==> src/rtl/fir_xifu_pkg.sv <==
// Shared types and defaults for the XIF scoreboard: ID width, outstanding limit
// and the per-ID lifecycle state encoding.
package fir_xifu_pkg;

   localparam int X_ID_WIDTH          = 4;
   localparam int MAX_OUTSTANDING_DEF = 4;

   typedef enum logic [1:0] {
      SB_FREE      = 2'd0,
      SB_ISSUED    = 2'd1,
      SB_COMMITTED = 2'd2,
      SB_KILLED    = 2'd3
   } sb_state_t;

endpackage

==> src/rtl/fir_xifu_scoreboard_if.sv <==
// Issue / commit / clear bundle plus status outputs of the XIF scoreboard.
// Issue handshake: an issue is accepted in a cycle where issue_valid_i && issue_ready_o.
interface fir_xifu_scoreboard_if #(
   parameter int X_ID_WIDTH      = fir_xifu_pkg::X_ID_WIDTH,
   parameter int MAX_OUTSTANDING = fir_xifu_pkg::MAX_OUTSTANDING_DEF
) ();
   localparam int X_ID_MAX = 2 ** X_ID_WIDTH;
   localparam int CW       = $clog2(MAX_OUTSTANDING + 1);

   logic                  issue_valid_i;
   logic [X_ID_WIDTH-1:0] issue_id_i;
   logic                  issue_ready_o;
   logic                  commit_valid_i;
   logic [X_ID_WIDTH-1:0] commit_id_i;
   logic                  commit_kill_i;
   logic                  clear_valid_i;
   logic [X_ID_WIDTH-1:0] clear_id_i;
   logic [X_ID_MAX-1:0]   issued_o;
   logic [X_ID_MAX-1:0]   committed_o;
   logic [X_ID_MAX-1:0]   killed_o;
   logic [CW-1:0]         outstanding_o;
   logic                  full_o;
   logic                  empty_o;
   logic                  error_o;

   modport slave (
      input  issue_valid_i, issue_id_i, commit_valid_i, commit_id_i, commit_kill_i,
             clear_valid_i, clear_id_i,
      output issue_ready_o, issued_o, committed_o, killed_o, outstanding_o,
             full_o, empty_o, error_o
   );

   modport master (
      output issue_valid_i, issue_id_i, commit_valid_i, commit_id_i, commit_kill_i,
             clear_valid_i, clear_id_i,
      input  issue_ready_o, issued_o, committed_o, killed_o, outstanding_o,
             full_o, empty_o, error_o
   );
endinterface

==> src/rtl/fir_xifu_sb_entry.sv <==
// Lifecycle FSM for a single XIF instruction ID. o_retire pulses on the cycle
// the entry leaves COMMITTED (clear) or KILLED (automatic) back to FREE.
module fir_xifu_sb_entry
   import fir_xifu_pkg::*;
(
   input  logic      clk_i,
   input  logic      rst_i,
   input  logic      i_issue,
   input  logic      i_commit,
   input  logic      i_kill,
   input  logic      i_clear,
   output sb_state_t o_state,
   output logic      o_retire
);

   sb_state_t r_state;
   sb_state_t w_next;

   always_ff @(posedge clk_i) begin
      if (rst_i) r_state <= SB_FREE;
      else       r_state <= w_next;
   end

   // Events that do not match the current state are dropped here.
   always_comb begin
      w_next   = r_state;
      o_retire = 1'b0;
      case (r_state)
         SB_FREE:      if (i_issue) w_next = SB_ISSUED;
         SB_ISSUED:    if (i_commit) w_next = i_kill ? SB_KILLED : SB_COMMITTED;
         SB_COMMITTED: if (i_clear) begin
            w_next   = SB_FREE;
            o_retire = 1'b1;
         end
         SB_KILLED: begin
            w_next   = SB_FREE;
            o_retire = 1'b1;
         end
         default:      w_next = SB_FREE;
      endcase
   end

   assign o_state = r_state;

endmodule

==> src/rtl/fir_xifu_scoreboard.sv <==
// XIF instruction-ID scoreboard: per-ID lifecycle entries plus the shared
// outstanding counter and issue-ready logic. Optional sticky error flag under
// the FIR_XIFU_SCOREBOARD_ERROR_EN macro.
module fir_xifu_scoreboard
   import fir_xifu_pkg::*;
#(
   parameter int X_ID_WIDTH      = fir_xifu_pkg::X_ID_WIDTH,
   parameter int MAX_OUTSTANDING = fir_xifu_pkg::MAX_OUTSTANDING_DEF
) (
   input logic                 clk_i,
   input logic                 rst_i,
   fir_xifu_scoreboard_if.slave bus
);

   localparam int X_ID_MAX = 2 ** X_ID_WIDTH;
   localparam int CW       = $clog2(MAX_OUTSTANDING + 1);

   sb_state_t           w_state [X_ID_MAX];
   logic [X_ID_MAX-1:0] w_retire;
   logic                w_full;
   logic                w_issue_ready;
   logic                w_issue_fire;
   logic [CW+1:0]       w_ret_sum;
   logic [CW+1:0]       w_cnt_next;
   logic [CW-1:0]       r_cnt;

   assign w_full        = (r_cnt == CW'(MAX_OUTSTANDING));
   assign w_issue_ready = (w_state[bus.issue_id_i] == SB_FREE) && !w_full;
   assign w_issue_fire  = bus.issue_valid_i && w_issue_ready;

   for (genvar g = 0; g < X_ID_MAX; g++) begin : g_entry
      fir_xifu_sb_entry u_entry (
         .clk_i   (clk_i),
         .rst_i   (rst_i),
         .i_issue (w_issue_fire && (bus.issue_id_i == X_ID_WIDTH'(g))),
         .i_commit(bus.commit_valid_i && (bus.commit_id_i == X_ID_WIDTH'(g))),
         .i_kill  (bus.commit_kill_i),
         .i_clear (bus.clear_valid_i && (bus.clear_id_i == X_ID_WIDTH'(g))),
         .o_state (w_state[g]),
         .o_retire(w_retire[g])
      );
      assign bus.issued_o[g]    = (w_state[g] != SB_FREE);
      assign bus.committed_o[g] = (w_state[g] == SB_COMMITTED);
      assign bus.killed_o[g]    = (w_state[g] == SB_KILLED);
   end

   // A clear and an auto-free of a killed entry can retire in the same cycle.
   always_comb begin
      w_ret_sum = '0;
      for (int i = 0; i < X_ID_MAX; i++) begin
         w_ret_sum = w_ret_sum + {{(CW+1){1'b0}}, w_retire[i]};
      end
      w_cnt_next = {2'b00, r_cnt} + {{(CW+1){1'b0}}, w_issue_fire} - w_ret_sum;
   end

   always_ff @(posedge clk_i) begin
      if (rst_i) r_cnt <= '0;
      else       r_cnt <= w_cnt_next[CW-1:0];
   end

   assign bus.issue_ready_o = w_issue_ready;
   assign bus.outstanding_o = r_cnt;
   assign bus.full_o        = w_full;
   assign bus.empty_o       = (r_cnt == '0);

`ifdef FIR_XIFU_SCOREBOARD_ERROR_EN
   logic r_error;
   logic w_err_evt;

   assign w_err_evt =
      (bus.commit_valid_i && (w_state[bus.commit_id_i] != SB_ISSUED))    ||
      (bus.clear_valid_i  && (w_state[bus.clear_id_i]  != SB_COMMITTED)) ||
      (bus.issue_valid_i  && (w_state[bus.issue_id_i]  != SB_FREE));

   always_ff @(posedge clk_i) begin
      if (rst_i)          r_error <= 1'b0;
      else if (w_err_evt) r_error <= 1'b1;
   end

   assign bus.error_o = r_error;
`else
   assign bus.error_o = 1'b0;
`endif

endmodule

==> src/flat_wrapper.sv <==
// flat-port wrapper written by rule: the top's interface ports become plain ports
module fir_xifu_scoreboard_flat import fir_xifu_pkg::*;
#(
   parameter int X_ID_WIDTH      = fir_xifu_pkg::X_ID_WIDTH,
   parameter int MAX_OUTSTANDING = fir_xifu_pkg::MAX_OUTSTANDING_DEF
)
  (clk_i, rst_i, bus_issue_valid_i, bus_issue_id_i, bus_commit_valid_i, bus_commit_id_i, bus_commit_kill_i, bus_clear_valid_i, bus_clear_id_i, bus_issue_ready_o, bus_issued_o, bus_committed_o, bus_killed_o, bus_outstanding_o, bus_full_o, bus_empty_o, bus_error_o);
  fir_xifu_scoreboard_if #(.X_ID_WIDTH(X_ID_WIDTH), .MAX_OUTSTANDING(MAX_OUTSTANDING)) bus_i ();
  input logic clk_i;
  input logic rst_i;
  input wire logic [$bits(bus_i.issue_valid_i)-1:0] bus_issue_valid_i;
  input wire logic [$bits(bus_i.issue_id_i)-1:0] bus_issue_id_i;
  input wire logic [$bits(bus_i.commit_valid_i)-1:0] bus_commit_valid_i;
  input wire logic [$bits(bus_i.commit_id_i)-1:0] bus_commit_id_i;
  input wire logic [$bits(bus_i.commit_kill_i)-1:0] bus_commit_kill_i;
  input wire logic [$bits(bus_i.clear_valid_i)-1:0] bus_clear_valid_i;
  input wire logic [$bits(bus_i.clear_id_i)-1:0] bus_clear_id_i;
  output wire logic [$bits(bus_i.issue_ready_o)-1:0] bus_issue_ready_o;
  output wire logic [$bits(bus_i.issued_o)-1:0] bus_issued_o;
  output wire logic [$bits(bus_i.committed_o)-1:0] bus_committed_o;
  output wire logic [$bits(bus_i.killed_o)-1:0] bus_killed_o;
  output wire logic [$bits(bus_i.outstanding_o)-1:0] bus_outstanding_o;
  output wire logic [$bits(bus_i.full_o)-1:0] bus_full_o;
  output wire logic [$bits(bus_i.empty_o)-1:0] bus_empty_o;
  output wire logic [$bits(bus_i.error_o)-1:0] bus_error_o;
  assign bus_i.issue_valid_i = bus_issue_valid_i;
  assign bus_i.issue_id_i = bus_issue_id_i;
  assign bus_i.commit_valid_i = bus_commit_valid_i;
  assign bus_i.commit_id_i = bus_commit_id_i;
  assign bus_i.commit_kill_i = bus_commit_kill_i;
  assign bus_i.clear_valid_i = bus_clear_valid_i;
  assign bus_i.clear_id_i = bus_clear_id_i;
  assign bus_issue_ready_o = bus_i.issue_ready_o;
  assign bus_issued_o = bus_i.issued_o;
  assign bus_committed_o = bus_i.committed_o;
  assign bus_killed_o = bus_i.killed_o;
  assign bus_outstanding_o = bus_i.outstanding_o;
  assign bus_full_o = bus_i.full_o;
  assign bus_empty_o = bus_i.empty_o;
  assign bus_error_o = bus_i.error_o;
  fir_xifu_scoreboard #(.X_ID_WIDTH(X_ID_WIDTH), .MAX_OUTSTANDING(MAX_OUTSTANDING)) u_core (.clk_i(clk_i), .rst_i(rst_i), .bus(bus_i));
endmodule
==> config.mk <==
export PLATFORM = sky130hd
export DESIGN_NAME = fir_xifu_scoreboard_flat
export DESIGN_NICKNAME = d
export VERILOG_FILES = /design/src/rtl/fir_xifu_pkg.sv /design/src/rtl/fir_xifu_scoreboard_if.sv /design/src/rtl/fir_xifu_sb_entry.sv /design/src/rtl/fir_xifu_scoreboard.sv /design/src/flat_wrapper.sv
export SDC_FILE = /design/constraint.sdc
export NUM_CORES = 1
export LEC_CHECK = 0
export CORE_MARGIN = 1
export CORE_UTILIZATION = 49
export DETAILED_ROUTE_END_ITERATION = 7
export GPL_TIMING_DRIVEN = 0
export PLACE_DENSITY = 0.81
export SYNTH_ARGS = -nofsm -noshare
export SYNTH_HDL_FRONTEND = slang
export SYNTH_SLANG_ARGS = --single-unit
==> constraint.sdc <==
create_clock -name clk_i -period 6.3 [get_ports clk_i]
set_input_delay 1.26 -clock clk_i [delete_from_list [all_inputs] [get_ports clk_i]]
set_output_delay 1.26 -clock clk_i [all_outputs]
set_load 0.05 [all_outputs]
Word-level counts from Yosys, hierarchy flattened:

Cells that the tools add are included.

* magnitude comparators: 1
* eq/ne operators: 142
* reduce and logical (&&, ||, !) cells: 104
* add/subtract/negate cells: 17
* bitwise gates (word level): 1
* multiplexer cells: 100

Operator list (count)
* 2-bit one-hot mux with 4 select lines: 16
* 2-bit two-way mux: 50
* 4-bit == test (second input constant): 24
* 2-bit == test (second input constant): 32
* 2-bit inequality test (second input constant): 32
* 1-bit logical AND: 50
* 4-bit by 3-bit == test with 1-bit output (second input constant): 12
* 3-bit AND reduction: 16
* 3-bit by 1-bit adder with 3-bit output: 15
* 2-bit logical NOT: 17
* 2-bit by 1-bit == test with 1-bit output (second input constant): 16
* 2-bit by 1-bit inequality test with 1-bit output (second input constant): 16
* 1-bit one-hot mux with 2 select lines: 16
* 2-bit nonzero test: 16
* 4-bit by 2-bit == test with 1-bit output (second input constant): 6
* 1-bit two-way mux: 17
* 4-bit by 1-bit == test with 1-bit output (second input constant): 3
* 4-bit logical NOT: 3
* 2-bit binary-select mux with 4-bit select: 1
* 5-bit >= comparator (second input constant): 1
* 4-bit NOT with 5-bit output: 1
* 3-bit == test (second input constant): 1
* 3-bit logical NOT: 1
* 3-bit subtractor: 1
* 2 further kinds: 2

* input bits: 18
* bits in registers: 35
* output and inout port bits: 55
* word-level logic and storage cells: 382

Depth between registers and ports, before layout:

* word-level depth: 20
* depth in mapped cells: 20
* mapped depth without buffers: 19

Cells and area by module:

From an unflattened synthesis, not the netlist that was laid out.

* cell total of the unflattened synthesis: 359
* area, all modules: 3027.9 sq um

Modules (own cells, without submodules)
* fir_xifu_scoreboard: area an instance 1546.5 sq um, seq. area each 60.1 sq um, cells each 215, times used 1
* fir_xifu_sb_entry: area an instance 92.6 sq um, seq. area each 40.0 sq um, cells each 9, times used 16

Worst setup path before layout:

No wires, ideal clock.

* path type: input -> register
* from: input bus_issue_id_i[1]
* to: register u_core.r_cnt[2] (netlist: u_core.bus.outstanding_o[2])
* arrival time: 5567 ps
* path slack: 606 ps
* path buffers: 2
* data required time: 6172 ps
* cell stages on the path: 19
* library setup time: 128 ps
* cells stage by stage: clkbuf_1 > buf_2 > mux4_2 > o211ai_1 > and3_1 > nand2_1 > fa_1 > ha_1 > inv_1 > fa_1 > inv_1 > fa_1 > fa_1 > inv_1 > ha_1 > a21oi_1 > xnor2_1 > xnor2_1 > nor2_1

* longest elaborated chain between the ends: 9

Ends and longest elaborated chain
* from (decl): line flat_wrapper.sv:12 `input wire logic [$bits(bus_i.issue_id_i)-1:0] bus_issue_id_i;`
* 4-bit NOT with 5-bit output (not written as such): line fir_xifu_scoreboard.sv:28 `assign w_issue_ready = (w_state[bus.issue_id_i] == SB_FREE) && !w_full;`
* 2-bit binary-select mux with 4-bit select: line fir_xifu_scoreboard.sv:28
* 2-bit two-way mux (not written as such) (2 in series): line fir_xifu_scoreboard.sv:28
* 2-bit logical NOT: line fir_xifu_scoreboard.sv:28
* 1-bit logical AND: line fir_xifu_scoreboard.sv:28
* via bus_issue_ready_o: line flat_wrapper.sv:18 `output wire logic [$bits(bus_i.issue_ready_o)-1:0] bus_issue_ready_o;`
* 1-bit logical AND: line fir_xifu_scoreboard.sv:29 `assign w_issue_fire = bus.issue_valid_i && w_issue_ready;`
* 3-bit by 1-bit adder with 3-bit output: line fir_xifu_scoreboard.sv:53 `w_cnt_next = {2'b00, r_cnt} + {{(CW+1){1'b0}}, w_issue_fire} - w_ret_sum;`
* 3-bit subtractor: line fir_xifu_scoreboard.sv:53
* to (signal assigned): line fir_xifu_scoreboard.sv:58 `else r_cnt <= w_cnt_next[CW-1:0];`
* to (decl): line fir_xifu_scoreboard.sv:25 `logic [CW-1:0] r_cnt;`

The timed path passes the listed nets, and every way through them passes these cells. The select of a mux whose other input is x is not followed.
A chain may end at the register's enable or synchronous reset.

Final worst setup path:

* from: input bus_issue_id_i[2]
* to: register u_core.r_cnt[2] (netlist: u_core.bus.outstanding_o[2])

* longest elaborated chain between the ends: 9

Ends and longest elaborated chain (line)
* 4-bit NOT with 5-bit output (not written as such): fir_xifu_scoreboard.sv:28
* 2-bit binary-select mux with 4-bit select: fir_xifu_scoreboard.sv:28
* 2-bit two-way mux (not written as such) (2 in series): fir_xifu_scoreboard.sv:28
* 2-bit logical NOT: fir_xifu_scoreboard.sv:28
* 1-bit logical AND: fir_xifu_scoreboard.sv:28
* 1-bit logical AND: fir_xifu_scoreboard.sv:29
* 3-bit by 1-bit adder with 3-bit output: fir_xifu_scoreboard.sv:53
* 3-bit subtractor: fir_xifu_scoreboard.sv:53

Every way passes these cells. The select of a mux whose other input is x is not followed.

==> results.md <==
- Number of detailed-routing iterations run before antenna repair: 5
- Leak Pwr: 1.435 nW
- Vias: slightly below 3,000
- Worst Hold Depth: 1
- Proportion of synthesized chip area in sequential cells: 25.55%
- Share of cells above drive strength 1: just over 8%
- Layout Nets: ~470
- Insertion delay to the later sink of the worst-skew pair: around 300 ps
- Std cell rows: 26
- CTS clock-pin slew for the worst setup and hold paths: roughly 80 ps
- Post-synthesis register bit count: 35
- Synthesis-to-finish area growth: 32.57%
- Area of the core: roughly 0.0052 mm2
- Endpoint of the most critical register-to-register path: u_core.bus.outstanding_o[2]
- Antenna-violating nets left: 0
- Sequential cell area: roughly 700 um2
- Synthesis warning total: 0
- Max Buffers Root-to-Sink: 2
- Type of the worst setup path: input pin to flop
- Area of the multi-input gates: about 0.0019 mm2
- Number of instances in the synthesized netlist: between 300 and 400
- Kind of path behind the tightest hold check: flop to flop
- Final cell count without fillers: roughly 500
- Final number of max-transition violations: 0
- Minimum period implied by the final worst setup slack: approximately 5800 ps
- Utilization after layout: ~69%
- Setup fix buffers added after clock tree synthesis: 0
- Final weighted congestion in routability-driven placement: 0.9217
- WP data required: around 6500 ps
- Number of antenna repair diodes: 0
- Initial antenna violation count: 0
- Largest net degree at the start of global routing: 12
- Unrepaired setup endpoints after global routing: no
- Total CTS buffers: 5
- Cts hold-fix bufs: 0
- Post-route fraction of the period consumed by the critical path: between 90% and 100%
- Reg-to-reg slack, setup: ~1500 ps
- Crit Reg-Reg Startpoint: u_core.g_entry[11].u_entry.o_state[0]
- Clock tree from TritonCTS: built
- Netlist area before placement: 0.002743 mm2
- Maxcap violations: 0
- Largest clock skew in the final design: approximately 5.6 ps
- Average wire length per cell after detail routing: ~18 um
- Start point of the worst min-delay path: u_core.g_entry[14].u_entry.o_state[1]
- Reg2reg path depth: 18
- Horiz. Die Dim: ~77 um
- Critical Path AT: just under 6000 ps
- Max rail drop VDD: 0.2093 mV
- Result of the run: completed
- # DRC: 0
- Via count of the first global-routing pass: roughly 2,800
- Max_slew headroom: 47.52%
- Post-detailed-route via-to-cell ratio: between 5 and 6
- Number of fill cells: approximately 450
- Maximum clock frequency: about 170 MHz
- Mean instance size in the synthesized netlist: 7.836 um2
- Die Height: around 77 um
- Initial core utilization: 52.37%
- Number of cells in the design after placement: around 490
- Global-route wire length before repair: approximately 14 mm
- Clk sink count: 35
- Ports: 73
- GR Overflow Total: 0
- Slew @ Worst Pin: between 700 and 800 ps
- Cell Pwr Density: between 150 and 200 mW/mm2
- Startpoint kind of the worst setup timing path: input pin
- Global-route usage over all layers: between 30% and 40%
- Number of port buffers: ~70
- Total Die Area: approximately 0.0059 mm2
- Final count of hold timing violations: 0
- Total length of routed wires: around 8.9 mm
- Design Power: between 0.7 and 0.8 mW
- Setup TNS Final: 0 ps
- Post-CTS resize count: 0
- Largest driver fanout on the critical path: 10
- Worst Hold Path EP: u_core.g_entry[14].u_entry.o_state[0]
- Capturing element type of the critical path: flop
- Count of endpoints failing setup in the final report: 0
- Clock tree root driver cell: sky130_fd_sc_hd__clkbuf_8
- Distinct cells, synth: 43
- Drt first-iter violations: between 300 and 400
- Post-synth net total: around 390
- # H-tree levels: 2
- HPWL after detailed placement: ~6.7 mm
-- metrics by stage --
| stage | area (um2) | hold WS [ps] | worst slack [ps] |
|---|---|---|---|
| 2_1_floorplan | 2743 | 447.6 | 605.8 |
| 3_3_place_gp | 3511 | 487.3 | 262.3 |
| 3_5_place_dp | 3511 | 490.7 | 183.4 |
| 4_1_cts | 3628 | 519.6 | 504.4 |
| 5_1_grt | 3636 | 542.3 | 287.4 |
| 6_report | 3636 | 523.4 | 500.8 |
-- where the power goes --
part	switching [mW]	internal, mW	total [mW]
Clock	0.0910	0.128	0.219
Sequential	0.0137	0.231	0.245
Combinational	0.158	0.0926	0.251
-- kinds of logic (layout without fill, tap and decap cells) --
group / Yosys count / count (layout) / synth area share (%)
AOI/OAI and AO/OA: 70 / 70 / 15.74
and+or+nand+nor: 180 / 180 / 36.63
xor gates and xnor gates: 9 / 9 / 2.874
DFF: 35 / 35 / 25.55
buffers and inverters: 30 / 107 / 4.379
adders and majority gates: 21 / 21 / 12.32
muxes: 4 / 4 / 2.372
other: 1 / 1 / 0.1367
-- routing by layer --
| layer | global-route usage [%] | share of wire [%] | vias to the layer above |
|---|---|---|---|
| met5 | 0 | 0 | - |
| met4 | 15.38 | 3.9 | 0 |
| met3 | 7.143 | 9.3 | 30 |
| met2 | 49.73 | 45 | 179 |
| met1 | 40.19 | 42 | 1355 |
| li1 | - | - | 1370 |
-- placed cells by master, fill, tap and decap left out, types with 14 or more instances in the layout --
cell type,n
sky130_fd_sc_hd__a21oi_1,25
sky130_fd_sc_hd__and2_1,19
sky130_fd_sc_hd__clkdlybuf4s50_1,68
sky130_fd_sc_hd__dfxtp_1,35
sky130_fd_sc_hd__inv_1,17
sky130_fd_sc_hd__nand2_1,24
sky130_fd_sc_hd__nor2_1,32
sky130_fd_sc_hd__nor2b_1,23
sky130_fd_sc_hd__nor3_1,17
sky130_fd_sc_hd__o21ai_0,18
sky130_fd_sc_hd__or2_2,14
-- sequential cells by signal, indices dropped and copies added, names as in the netlist --
register,cells
u_core.g_entry.u_entry.o_state,32
u_core.bus.outstanding_o,3
-- critical path: stages --
cell and delay [ps]:
sky130_fd_sc_hd__clkdlybuf4s50_1 510, sky130_fd_sc_hd__clkbuf_1 400, sky130_fd_sc_hd__nand2_1 140, sky130_fd_sc_hd__nor3_1 190, sky130_fd_sc_hd__a21oi_1 190, sky130_fd_sc_hd__and3_1 250
sky130_fd_sc_hd__nand2_1 140, sky130_fd_sc_hd__fa_1 430, sky130_fd_sc_hd__ha_1 290, sky130_fd_sc_hd__inv_1 50, sky130_fd_sc_hd__fa_1 370, sky130_fd_sc_hd__inv_1 80
sky130_fd_sc_hd__fa_1 430, sky130_fd_sc_hd__fa_1 500, sky130_fd_sc_hd__inv_1 60, sky130_fd_sc_hd__ha_1 190, sky130_fd_sc_hd__a21oi_1 150, sky130_fd_sc_hd__xnor2_1 150
sky130_fd_sc_hd__xnor2_1 130, sky130_fd_sc_hd__nor2_1 50
-- cell usage after synthesis (all sizes together) --
library cell  instances  share of area (%)
a211oi                1               0.27
nand3b                3               0.82
or3b                  1               0.32
nand4                 3               0.68
o211ai                4                1.3
xor2                  1               0.32
nand2                24                3.3
a31oi                 7                1.6
clkbuf                9                1.2
nor2                 32                4.4
nand4b                9                3.4
conb                  1               0.14
mux4                  2                1.6
dfxtp                35                 26
and2                 19                4.3
nand3                13                2.4
nor2b                23                5.2
a2111o                2               0.82
nor3                 17                3.1
nor3b                 4                1.1
o21ai                18                3.3
o31ai                 3                1.2
fa                   10                7.3
or2                  16                3.7
a21oi                25                4.6
nor4b                 1               0.32
mux2i                 2               0.73
buf                   4               0.82
and3                  2               0.46
inv                  17                2.3
and3b                 1               0.32
o21a                 10                2.7
or3                   6                1.4
nor4                  1               0.23
xnor2                 8                2.6
ha                   11                5.0
nand2b                5                1.1
-- final cells by class --
type | count | share of cell area [%]
Multi-Input combinational cell | 285 | 52.86
Sequential cell | 35 | 19.27
Timing Repair Buffer | 69 | 18.93
Tap cell | 70 | 2.409
Clock buffer | 6 | 2.271
Inverter | 17 | 1.755
Buffer | 13 | 1.549
Clock inverter | 2 | 0.9635
-- worst max-delay path by stage --
stage / cells past startpoint / end / from
after floorplan: 19 / u_core.bus.outstanding_o[2] / bus_issue_id_i[1]
after global placement: 19 / u_core.bus.outstanding_o[2] / bus_clear_valid_i
after detailed placement: 19 / u_core.bus.outstanding_o[2] / bus_clear_valid_i
after CTS: 19 / u_core.bus.outstanding_o[2] / bus_clear_valid_i
after global routing: 19 / u_core.bus.outstanding_o[2] / bus_clear_valid_i
final: 20 / u_core.bus.outstanding_o[2] / bus_issue_id_i[2]
(Power assumes the default switching activity.)
